### config.mk
export PLATFORM = sky130hd
export DESIGN_NAME = rtype_exec_sequencer_flat
export DESIGN_NICKNAME = d
export VERILOG_FILES = /design/src/rtl/rtype_exec_sequencer_if.sv /design/src/rtl/rtype_exec_sequencer.sv /design/src/flat_wrapper.sv
export SDC_FILE = /design/constraint.sdc
export NUM_CORES = 1
export LEC_CHECK = 0
export ABC_CLOCK_PERIOD_IN_PS = 1500
export CORE_MARGIN = 2
export CORE_UTILIZATION = 41
export CTS_BUF_LIST = sky130_fd_sc_hd__clkbuf_8 sky130_fd_sc_hd__clkbuf_16
export DETAILED_ROUTE_END_ITERATION = 12
export MAX_ROUTING_LAYER = met4
export PLACE_DENSITY = 0.76
export SLEW_MARGIN = 10
export SYNTH_ARGS = -nofsm -noshare
export SYNTH_HDL_FRONTEND = slang
export SYNTH_SLANG_ARGS = --single-unit
### constraint.sdc
create_clock -name clk -period 1.5 [get_ports clk]
set_input_delay 0.3 -clock clk [delete_from_list [all_inputs] [get_ports clk]]
set_output_delay 0.3 -clock clk [all_outputs]
set_load 0.05 [all_outputs]
### src/rtl/rtype_exec_sequencer_if.sv
// Instruction handshake plus register-file/ALU control bundle for rtype_exec_sequencer.
// master = the sequencer, slave = instruction source / register file / ALU side.
interface rtype_exec_sequencer_if #(
  parameter int unsigned DATA_W = 32,
  parameter int unsigned RF_AW  = 5
);
  logic              instr_valid;
  logic [31:0]       instr;
  logic              instr_ready;
  logic [RF_AW-1:0]  rf_raddr1;
  logic [RF_AW-1:0]  rf_raddr2;
  logic [RF_AW-1:0]  rf_waddr;
  logic              rf_we;
  logic [5:0]        alu_funct;
  logic [4:0]        alu_shamt;
  logic [DATA_W-1:0] alu_result;
  logic              alu_ovf;
  logic [DATA_W-1:0] result;
  logic              busy;
  logic              done;
  logic              illegal;
  logic              ovf_trap;

  modport master (
    input  instr_valid, instr, alu_result, alu_ovf,
    output instr_ready, rf_raddr1, rf_raddr2, rf_waddr, rf_we,
           alu_funct, alu_shamt, result, busy, done, illegal, ovf_trap
  );

  modport slave (
    output instr_valid, instr, alu_result, alu_ovf,
    input  instr_ready, rf_raddr1, rf_raddr2, rf_waddr, rf_we,
           alu_funct, alu_shamt, result, busy, done, illegal, ovf_trap
  );
endinterface

### src/rtl/rtype_exec_sequencer.sv
// Multi-cycle R-type sequencer: IDLE -> DECODE -> READ -> EXEC(xN) -> WB, or DECODE -> FAULT.
// Optional overflow trap on add/sub enabled by defining RTYPE_OVF_TRAP_EN.
module rtype_exec_sequencer #(
  parameter int unsigned DATA_W      = 32,
  parameter int unsigned RF_AW       = 5,
  parameter int unsigned EXEC_CYCLES = 1   // legal range 1..15
) (
  input  logic                   clk,
  input  logic                   rst,
  rtype_exec_sequencer_if.master bus
);

  localparam int unsigned CNT_W = 4;

  localparam logic [5:0] F_ADD = 6'b100000;
  localparam logic [5:0] F_SUB = 6'b100010;
  localparam logic [5:0] F_AND = 6'b100100;
  localparam logic [5:0] F_OR  = 6'b100101;
  localparam logic [5:0] F_NOR = 6'b100111;
  localparam logic [5:0] F_SLT = 6'b101010;
  localparam logic [5:0] F_SLL = 6'b000000;
  localparam logic [5:0] F_SRL = 6'b000010;

  typedef enum logic [2:0] {
    S_IDLE, S_DECODE, S_READ, S_EXEC, S_WB, S_FAULT
  } state_e;

  state_e            state_q;
  logic [31:0]       instr_q;
  logic [CNT_W-1:0]  cnt_q;
  logic              ready_q, busy_q, done_q, illegal_q, ovf_trap_q, rf_we_q;
  logic [RF_AW-1:0]  raddr1_q, raddr2_q, waddr_q;
  logic [5:0]        funct_q;
  logic [4:0]        shamt_q;
  logic [DATA_W-1:0] result_q;

  logic              instr_legal;
  logic              rd_nonzero;
  logic              ovf_trap_d;

  // Decode of the captured word; only opcode 0 with a supported funct proceeds.
  always_comb begin
    instr_legal = 1'b0;
    if (instr_q[31:26] == 6'd0) begin
      case (instr_q[5:0])
        F_ADD, F_SUB, F_AND, F_OR, F_NOR, F_SLT, F_SLL, F_SRL: instr_legal = 1'b1;
        default:                                              instr_legal = 1'b0;
      endcase
    end
  end

  assign rd_nonzero = (instr_q[15:11] != 5'd0);

`ifdef RTYPE_OVF_TRAP_EN
  assign ovf_trap_d = bus.alu_ovf && ((instr_q[5:0] == F_ADD) || (instr_q[5:0] == F_SUB));
`else
  assign ovf_trap_d = bus.alu_ovf & 1'b0;
`endif

  // Outputs are registered on the edge that enters the state they belong to.
  always_ff @(posedge clk) begin
    if (rst) begin
      state_q    <= S_IDLE;
      instr_q    <= '0;
      cnt_q      <= '0;
      ready_q    <= 1'b1;
      busy_q     <= 1'b0;
      done_q     <= 1'b0;
      illegal_q  <= 1'b0;
      ovf_trap_q <= 1'b0;
      rf_we_q    <= 1'b0;
      raddr1_q   <= '0;
      raddr2_q   <= '0;
      waddr_q    <= '0;
      funct_q    <= '0;
      shamt_q    <= '0;
      result_q   <= '0;
    end else begin
      done_q     <= 1'b0;
      illegal_q  <= 1'b0;
      ovf_trap_q <= 1'b0;
      rf_we_q    <= 1'b0;
      unique case (state_q)
        S_IDLE: begin
          if (bus.instr_valid) begin
            instr_q <= bus.instr;
            ready_q <= 1'b0;
            busy_q  <= 1'b1;
            state_q <= S_DECODE;
          end
        end
        S_DECODE: begin
          if (instr_legal) begin
            raddr1_q <= RF_AW'(instr_q[25:21]);
            raddr2_q <= RF_AW'(instr_q[20:16]);
            waddr_q  <= RF_AW'(instr_q[15:11]);
            shamt_q  <= instr_q[10:6];
            funct_q  <= instr_q[5:0];
            state_q  <= S_READ;
          end else begin
            done_q    <= 1'b1;
            illegal_q <= 1'b1;
            state_q   <= S_FAULT;
          end
        end
        S_READ: begin
          cnt_q   <= CNT_W'(EXEC_CYCLES - 1);
          state_q <= S_EXEC;
        end
        S_EXEC: begin
          if (cnt_q == '0) begin
            result_q   <= bus.alu_result;
            done_q     <= 1'b1;
            ovf_trap_q <= ovf_trap_d;
            rf_we_q    <= rd_nonzero && !ovf_trap_d;
            state_q    <= S_WB;
          end else begin
            cnt_q <= cnt_q - CNT_W'(1);
          end
        end
        S_WB, S_FAULT: begin
          raddr1_q <= '0;
          raddr2_q <= '0;
          waddr_q  <= '0;
          funct_q  <= '0;
          shamt_q  <= '0;
          ready_q  <= 1'b1;
          busy_q   <= 1'b0;
          state_q  <= S_IDLE;
        end
        default: state_q <= S_IDLE;
      endcase
    end
  end

  assign bus.instr_ready = ready_q;
  assign bus.rf_raddr1   = raddr1_q;
  assign bus.rf_raddr2   = raddr2_q;
  assign bus.rf_waddr    = waddr_q;
  assign bus.rf_we       = rf_we_q;
  assign bus.alu_funct   = funct_q;
  assign bus.alu_shamt   = shamt_q;
  assign bus.result      = result_q;
  assign bus.busy        = busy_q;
  assign bus.done        = done_q;
  assign bus.illegal     = illegal_q;
  assign bus.ovf_trap    = ovf_trap_q;

endmodule

### src/flat_wrapper.sv
// flat-port wrapper written by rule: the top's interface ports become plain ports
module rtype_exec_sequencer_flat 
#(
  parameter int unsigned DATA_W      = 32,
  parameter int unsigned RF_AW       = 5,
  parameter int unsigned EXEC_CYCLES = 1                       
)
  (clk, rst, bus_instr_valid, bus_instr, bus_alu_result, bus_alu_ovf, bus_instr_ready, bus_rf_raddr1, bus_rf_raddr2, bus_rf_waddr, bus_rf_we, bus_alu_funct, bus_alu_shamt, bus_result, bus_busy, bus_done, bus_illegal, bus_ovf_trap);
  rtype_exec_sequencer_if #(.DATA_W(DATA_W), .RF_AW(RF_AW)) bus_i ();
  input  logic clk;
  input  logic rst;
  input wire logic [$bits(bus_i.instr_valid)-1:0] bus_instr_valid;
  input wire logic [$bits(bus_i.instr)-1:0] bus_instr;
  input wire logic [$bits(bus_i.alu_result)-1:0] bus_alu_result;
  input wire logic [$bits(bus_i.alu_ovf)-1:0] bus_alu_ovf;
  output wire logic [$bits(bus_i.instr_ready)-1:0] bus_instr_ready;
  output wire logic [$bits(bus_i.rf_raddr1)-1:0] bus_rf_raddr1;
  output wire logic [$bits(bus_i.rf_raddr2)-1:0] bus_rf_raddr2;
  output wire logic [$bits(bus_i.rf_waddr)-1:0] bus_rf_waddr;
  output wire logic [$bits(bus_i.rf_we)-1:0] bus_rf_we;
  output wire logic [$bits(bus_i.alu_funct)-1:0] bus_alu_funct;
  output wire logic [$bits(bus_i.alu_shamt)-1:0] bus_alu_shamt;
  output wire logic [$bits(bus_i.result)-1:0] bus_result;
  output wire logic [$bits(bus_i.busy)-1:0] bus_busy;
  output wire logic [$bits(bus_i.done)-1:0] bus_done;
  output wire logic [$bits(bus_i.illegal)-1:0] bus_illegal;
  output wire logic [$bits(bus_i.ovf_trap)-1:0] bus_ovf_trap;
  assign bus_i.instr_valid = bus_instr_valid;
  assign bus_i.instr = bus_instr;
  assign bus_i.alu_result = bus_alu_result;
  assign bus_i.alu_ovf = bus_alu_ovf;
  assign bus_instr_ready = bus_i.instr_ready;
  assign bus_rf_raddr1 = bus_i.rf_raddr1;
  assign bus_rf_raddr2 = bus_i.rf_raddr2;
  assign bus_rf_waddr = bus_i.rf_waddr;
  assign bus_rf_we = bus_i.rf_we;
  assign bus_alu_funct = bus_i.alu_funct;
  assign bus_alu_shamt = bus_i.alu_shamt;
  assign bus_result = bus_i.result;
  assign bus_busy = bus_i.busy;
  assign bus_done = bus_i.done;
  assign bus_illegal = bus_i.illegal;
  assign bus_ovf_trap = bus_i.ovf_trap;
  rtype_exec_sequencer #(.DATA_W(DATA_W), .RF_AW(RF_AW), .EXEC_CYCLES(EXEC_CYCLES)) u_core (.clk(clk), .rst(rst), .bus(bus_i));
endmodule
==> out/qor.log <==
[outcome] run status complete, but fails checks
[outcome] violated checks setup timing
[synth] per-instance average area after synthesis 8.34 µm²
[sta] setup_tns -8.13 ns
[global_route] global-route congestion overflow total 0
[sta] Slew Limit Fails 0
[global_route] via count of the first global-routing pass 3755
[routing] remaining routing DRC violations 0
[worst_setup_path] type of the worst setup path flop to flop
[clock_tree] CTS tree built
[synth] number of nets produced by synthesis 536
[worst_setup_path] maximum net fanout on the critical path 7
[sta] count of endpoints failing setup in the final report 67
[floorplanning] area enclosed by the die boundary 0.0103 mm²
[global_route] total routing usage reported by global routing 23.0%
[clock_tree] TritonCTS buffer count 9
[power_and_ir_drop] reported leakage power 2.62 nW
[global_route] wire length of the first global-routing pass 17.9 mm
[synth] netlist area before placement 0.00389 mm²
[synth] area share of the leading cell type in the synthesized netlist 52.4%
[synth] post-synthesis cell type count 40
[floorplanning] starting utilization of the core area 42.2%
[global_route] initial antenna violation count 0
[synth] number of flops mapped to enable cells by yosys 0
[sta] Least-Margin Pin Slew 0.562 ns
[sta] Tcrit/Tclk final 113%
[finish] FF+latch area 0.00205 mm²
[floorplanning] Die X-Extent 101 µm
[job] number of maximum-capacitance violations 0
[routing] antenna-violating nets left 0
[routing] Detailed Routing Iterations Pass 1 4
[finish] Multi-input gate area 0.00227 mm²
[floorplanning] Placeable Area 0.00924 mm²
[routing] total wire length 13.7 mm
[routing] detailed-route via count 3800
[sta] Worst Clk Skew 0.0234 ns
[synth] top flip-flop cell by instance count after synthesis sky130_fd_sc_hd__dfxtp_1
[finish] Total Nets Final 681
[finish] Util after Layout 78.0%
[synth] Yosys warnings 0
[routing] Vias per Instance 5.09
[clock_tree] number of sinks handled by clock tree synthesis 102
[finish] fin area 0.00721 mm²
[floorplanning] Boundary Pins 132
[power_and_ir_drop] IR drop worst, VDD 0.516 mV
[placed_design] half-perimeter wire length after placement 7.34 mm
[placed_design] routability cong. 0.873
[finish] fillcell total 574
[clock_tree] hold-fix buffers at CTS 0
[worst_setup_path] type of origin of the critical path flop
[routing] number of violations reported at the end of detailed-routing iteration 0 97
[worst_setup_path] required time worst endpoint 1.82 ns
[synth] cell taking the most area after synthesis sky130_fd_sc_hd__dfxtp_1
[sta] Slew Limit Headroom 62.5%
[synth] asr flop ratio synth 0%
[power_and_ir_drop] power density over cell area 868 mW/mm²
[clock_tree] Clock Root Buffer sky130_fd_sc_hd__clkbuf_8
[finish] layout cells sized above 1 38.6%
[synth] FF+latch count, synth 102
[clock_tree] maximum level of the CTS H-tree 3
[placed_design] number of port buffers 129
[sta] maximum clock frequency 589 MHz
[finish] synthesis-to-layout area growth 85.1%
[clock_tree] Max clock buf depth 2
[sta] unrepaired setup endpoints after global routing true
[sta] hold slack 0.412 ns
[hold_path] worst min-delay path class primary input to flop
[sta] worst setup margin -0.198 ns
[worst_setup_path] critical path data arrival time 2.01 ns
[global_route] pin count of the biggest net entering global routing 41
[worst_setup_path] kind of capture point of the worst setup path flop
[floorplanning] row cnt 35
[placed_design] area post-placement 0.00602 mm²
[routing] routed length per placed instance 18.3 µm
[floorplanning] die height 101 µm
[sta] final critical path time including I/O delays and setup 1.70 ns
[synth] post-synthesis instance total 467
[placed_design] worst slack at placement -0.248 ns
[synth] cell types occupying the most area after synthesis sky130_fd_sc_hd__dfxtp_1 (52%), sky130_fd_sc_hd__nand2_1 (16%), sky130_fd_sc_hd__a21oi_1 (8.9%)
[clock_tree] Clk pin slew, worst setup/hold paths 0.12 ns
[synth] sequential fraction of the synthesis area 52.4%
[clock_tree] clock latency at the later pin of the worst-skew pair 0.39 ns
[finish] number of diodes added for antenna fixing 0
[sta] Final Hold Viols 0
==> sequential cells by signal (all words and copies together), names as in the netlist <==
name / flops
u_core.bus.done: 1
u_core.bus.illegal: 1
u_core.bus.rf_raddr2: 5
u_core.bus.result: 32
u_core.bus.alu_funct: 6
u_core.cnt_q: 4
u_core.bus.rf_waddr: 5
u_core.bus.alu_shamt: 5
u_core.bus.busy: 1
u_core.bus.instr_ready: 1
u_core.bus.rf_we: 1
u_core.instr_q: 32
u_core.bus.rf_raddr1: 5
u_core.state_q: 3
==> final cells by class <==
| class | instances | share of cell area (%) |
|---|---|---|
| inverters | 8 | 0.417 |
| clock buffers | 10 | 1.91 |
| multi-input cells | 324 | 31.5 |
| flip-flops and latches | 102 | 28.4 |
| well taps | 129 | 2.24 |
| repair buffers | 167 | 34.5 |
| clock inverters | 6 | 1.06 |
==> cell usage in the layout (no fill, tap or decap), types with 3 or more instances in the layout <==
cell type                         instances
sky130_fd_sc_hd__nand2_2                 14
sky130_fd_sc_hd__nand2_1                114
sky130_fd_sc_hd__buf_6                    8
sky130_fd_sc_hd__nand2b_1                14
sky130_fd_sc_hd__o21a_1                   3
sky130_fd_sc_hd__buf_4                   14
sky130_fd_sc_hd__nor3_2                   3
sky130_fd_sc_hd__clkbuf_16                4
sky130_fd_sc_hd__buf_12                  69
sky130_fd_sc_hd__inv_2                    3
sky130_fd_sc_hd__dfxtp_2                  5
sky130_fd_sc_hd__inv_1                    5
sky130_fd_sc_hd__nor2_1                   4
sky130_fd_sc_hd__clkbuf_8                10
sky130_fd_sc_hd__a21oi_2                 33
sky130_fd_sc_hd__clkdlybuf4s50_1         65
sky130_fd_sc_hd__buf_16                   5
sky130_fd_sc_hd__dfxtp_1                 97
sky130_fd_sc_hd__nand2_4                 42
sky130_fd_sc_hd__mux2i_1                 25
sky130_fd_sc_hd__a21oi_1                 35
==> worst max-delay path, cell delays in order, from the launching register on <==
cell	delay (ns)
sky130_fd_sc_hd__dfxtp_2	0.35
sky130_fd_sc_hd__inv_2	0.08
sky130_fd_sc_hd__ha_4	0.14
sky130_fd_sc_hd__nor3b_4	0.21
sky130_fd_sc_hd__buf_4	0.15
sky130_fd_sc_hd__and3_4	0.26
sky130_fd_sc_hd__clkbuf_16	0.21
sky130_fd_sc_hd__nand2_4	0.05
sky130_fd_sc_hd__a21oi_2	0.18
==> logic make-up after synthesis <==
kind of cell | after synthesis | share of synthesized area [%]
other | 1 | 0.0963
buffers and inverters | 41 | 5.49
adders and majority gates | 1 | 0.321
DFF | 102 | 52.4
muxes | 25 | 6.42
AOI/OAI and AO/OA | 86 | 12.2
and+or+nand+nor | 211 | 23.1
==> stage by stage <==
stage               total power, mW  cells
global placement               4.13    707
CTS                            6.11    739
floorplan                      3.64    467
finish                         6.26    746
detailed placement             4.17    707
global route                   6.47    746
==> cells in the mapped netlist (2+ instances only) <==
| master | n |
|---|---|
| sky130_fd_sc_hd__mux2i_1 | 25 |
| sky130_fd_sc_hd__a21oi_1 | 69 |
| sky130_fd_sc_hd__inv_1 | 7 |
| sky130_fd_sc_hd__nand2b_1 | 15 |
| sky130_fd_sc_hd__nor3_1 | 6 |
| sky130_fd_sc_hd__or4_1 | 2 |
| sky130_fd_sc_hd__o21ai_0 | 2 |
| sky130_fd_sc_hd__nor2_1 | 6 |
| sky130_fd_sc_hd__clkbuf_1 | 21 |
| sky130_fd_sc_hd__buf_6 | 2 |
| sky130_fd_sc_hd__or3_1 | 2 |
| sky130_fd_sc_hd__buf_2 | 6 |
| sky130_fd_sc_hd__buf_12 | 2 |
| sky130_fd_sc_hd__a22oi_1 | 2 |
| sky130_fd_sc_hd__o32ai_1 | 2 |
| sky130_fd_sc_hd__o21a_1 | 3 |
| sky130_fd_sc_hd__nand2_1 | 170 |
| sky130_fd_sc_hd__dfxtp_1 | 102 |
| sky130_fd_sc_hd__o31ai_1 | 2 |
==> final timing paths <==
kind	startpoint	to	slack, ns	depth (start not counted)
max	u_core.cnt_q[0]$_SDFFE_PP0P_	u_core.bus.result[0]$_SDFFE_PP0P_	-0.20	8
min	rst	u_core.state_q[0]$_SDFFE_PP0P_	0.41	4
max reg2reg	u_core.cnt_q[0]$_SDFFE_PP0P_	u_core.bus.result[0]$_SDFFE_PP0P_	-0.20	8
min reg2reg	u_core.instr_q[8]$_SDFFE_PP0P_	u_core.bus.alu_shamt[2]$_SDFFE_PP0P_	0.46	2
==> layer usage <==
metal	routed length [µm]	part of all wire, %	vias up	GRT usage (%)
li1	-	-	1816	-
met1	5080	37	1789	24.5
met2	7170	52	162	41.4
met3	1070	7.8	33	5.66
met4	373	2.7	0	7.69
met5	0	0	-	-
==> power by group <==
| part | internal, mW | total (mW) | switching, mW |
|---|---|---|---|
| Sequential | 2.84 | 2.96 | 0.116 |
| Clock | 0.848 | 1.90 | 1.05 |
| Combinational | 0.686 | 1.39 | 0.709 |
| Total | 4.38 | 6.26 | 1.88 |
==> what timing repair did <==
item | in CTS | in global routing
setup buffers | 11 | 2
pin swaps | 5 | 71
gates resized for setup | 31 | 141
endpoints found under the hold margin | 0 | 0
gates cloned | 5 | 5
setup endpoints to repair | 59 | 96
No activity file was read; power rests on OpenSTA's default activity.
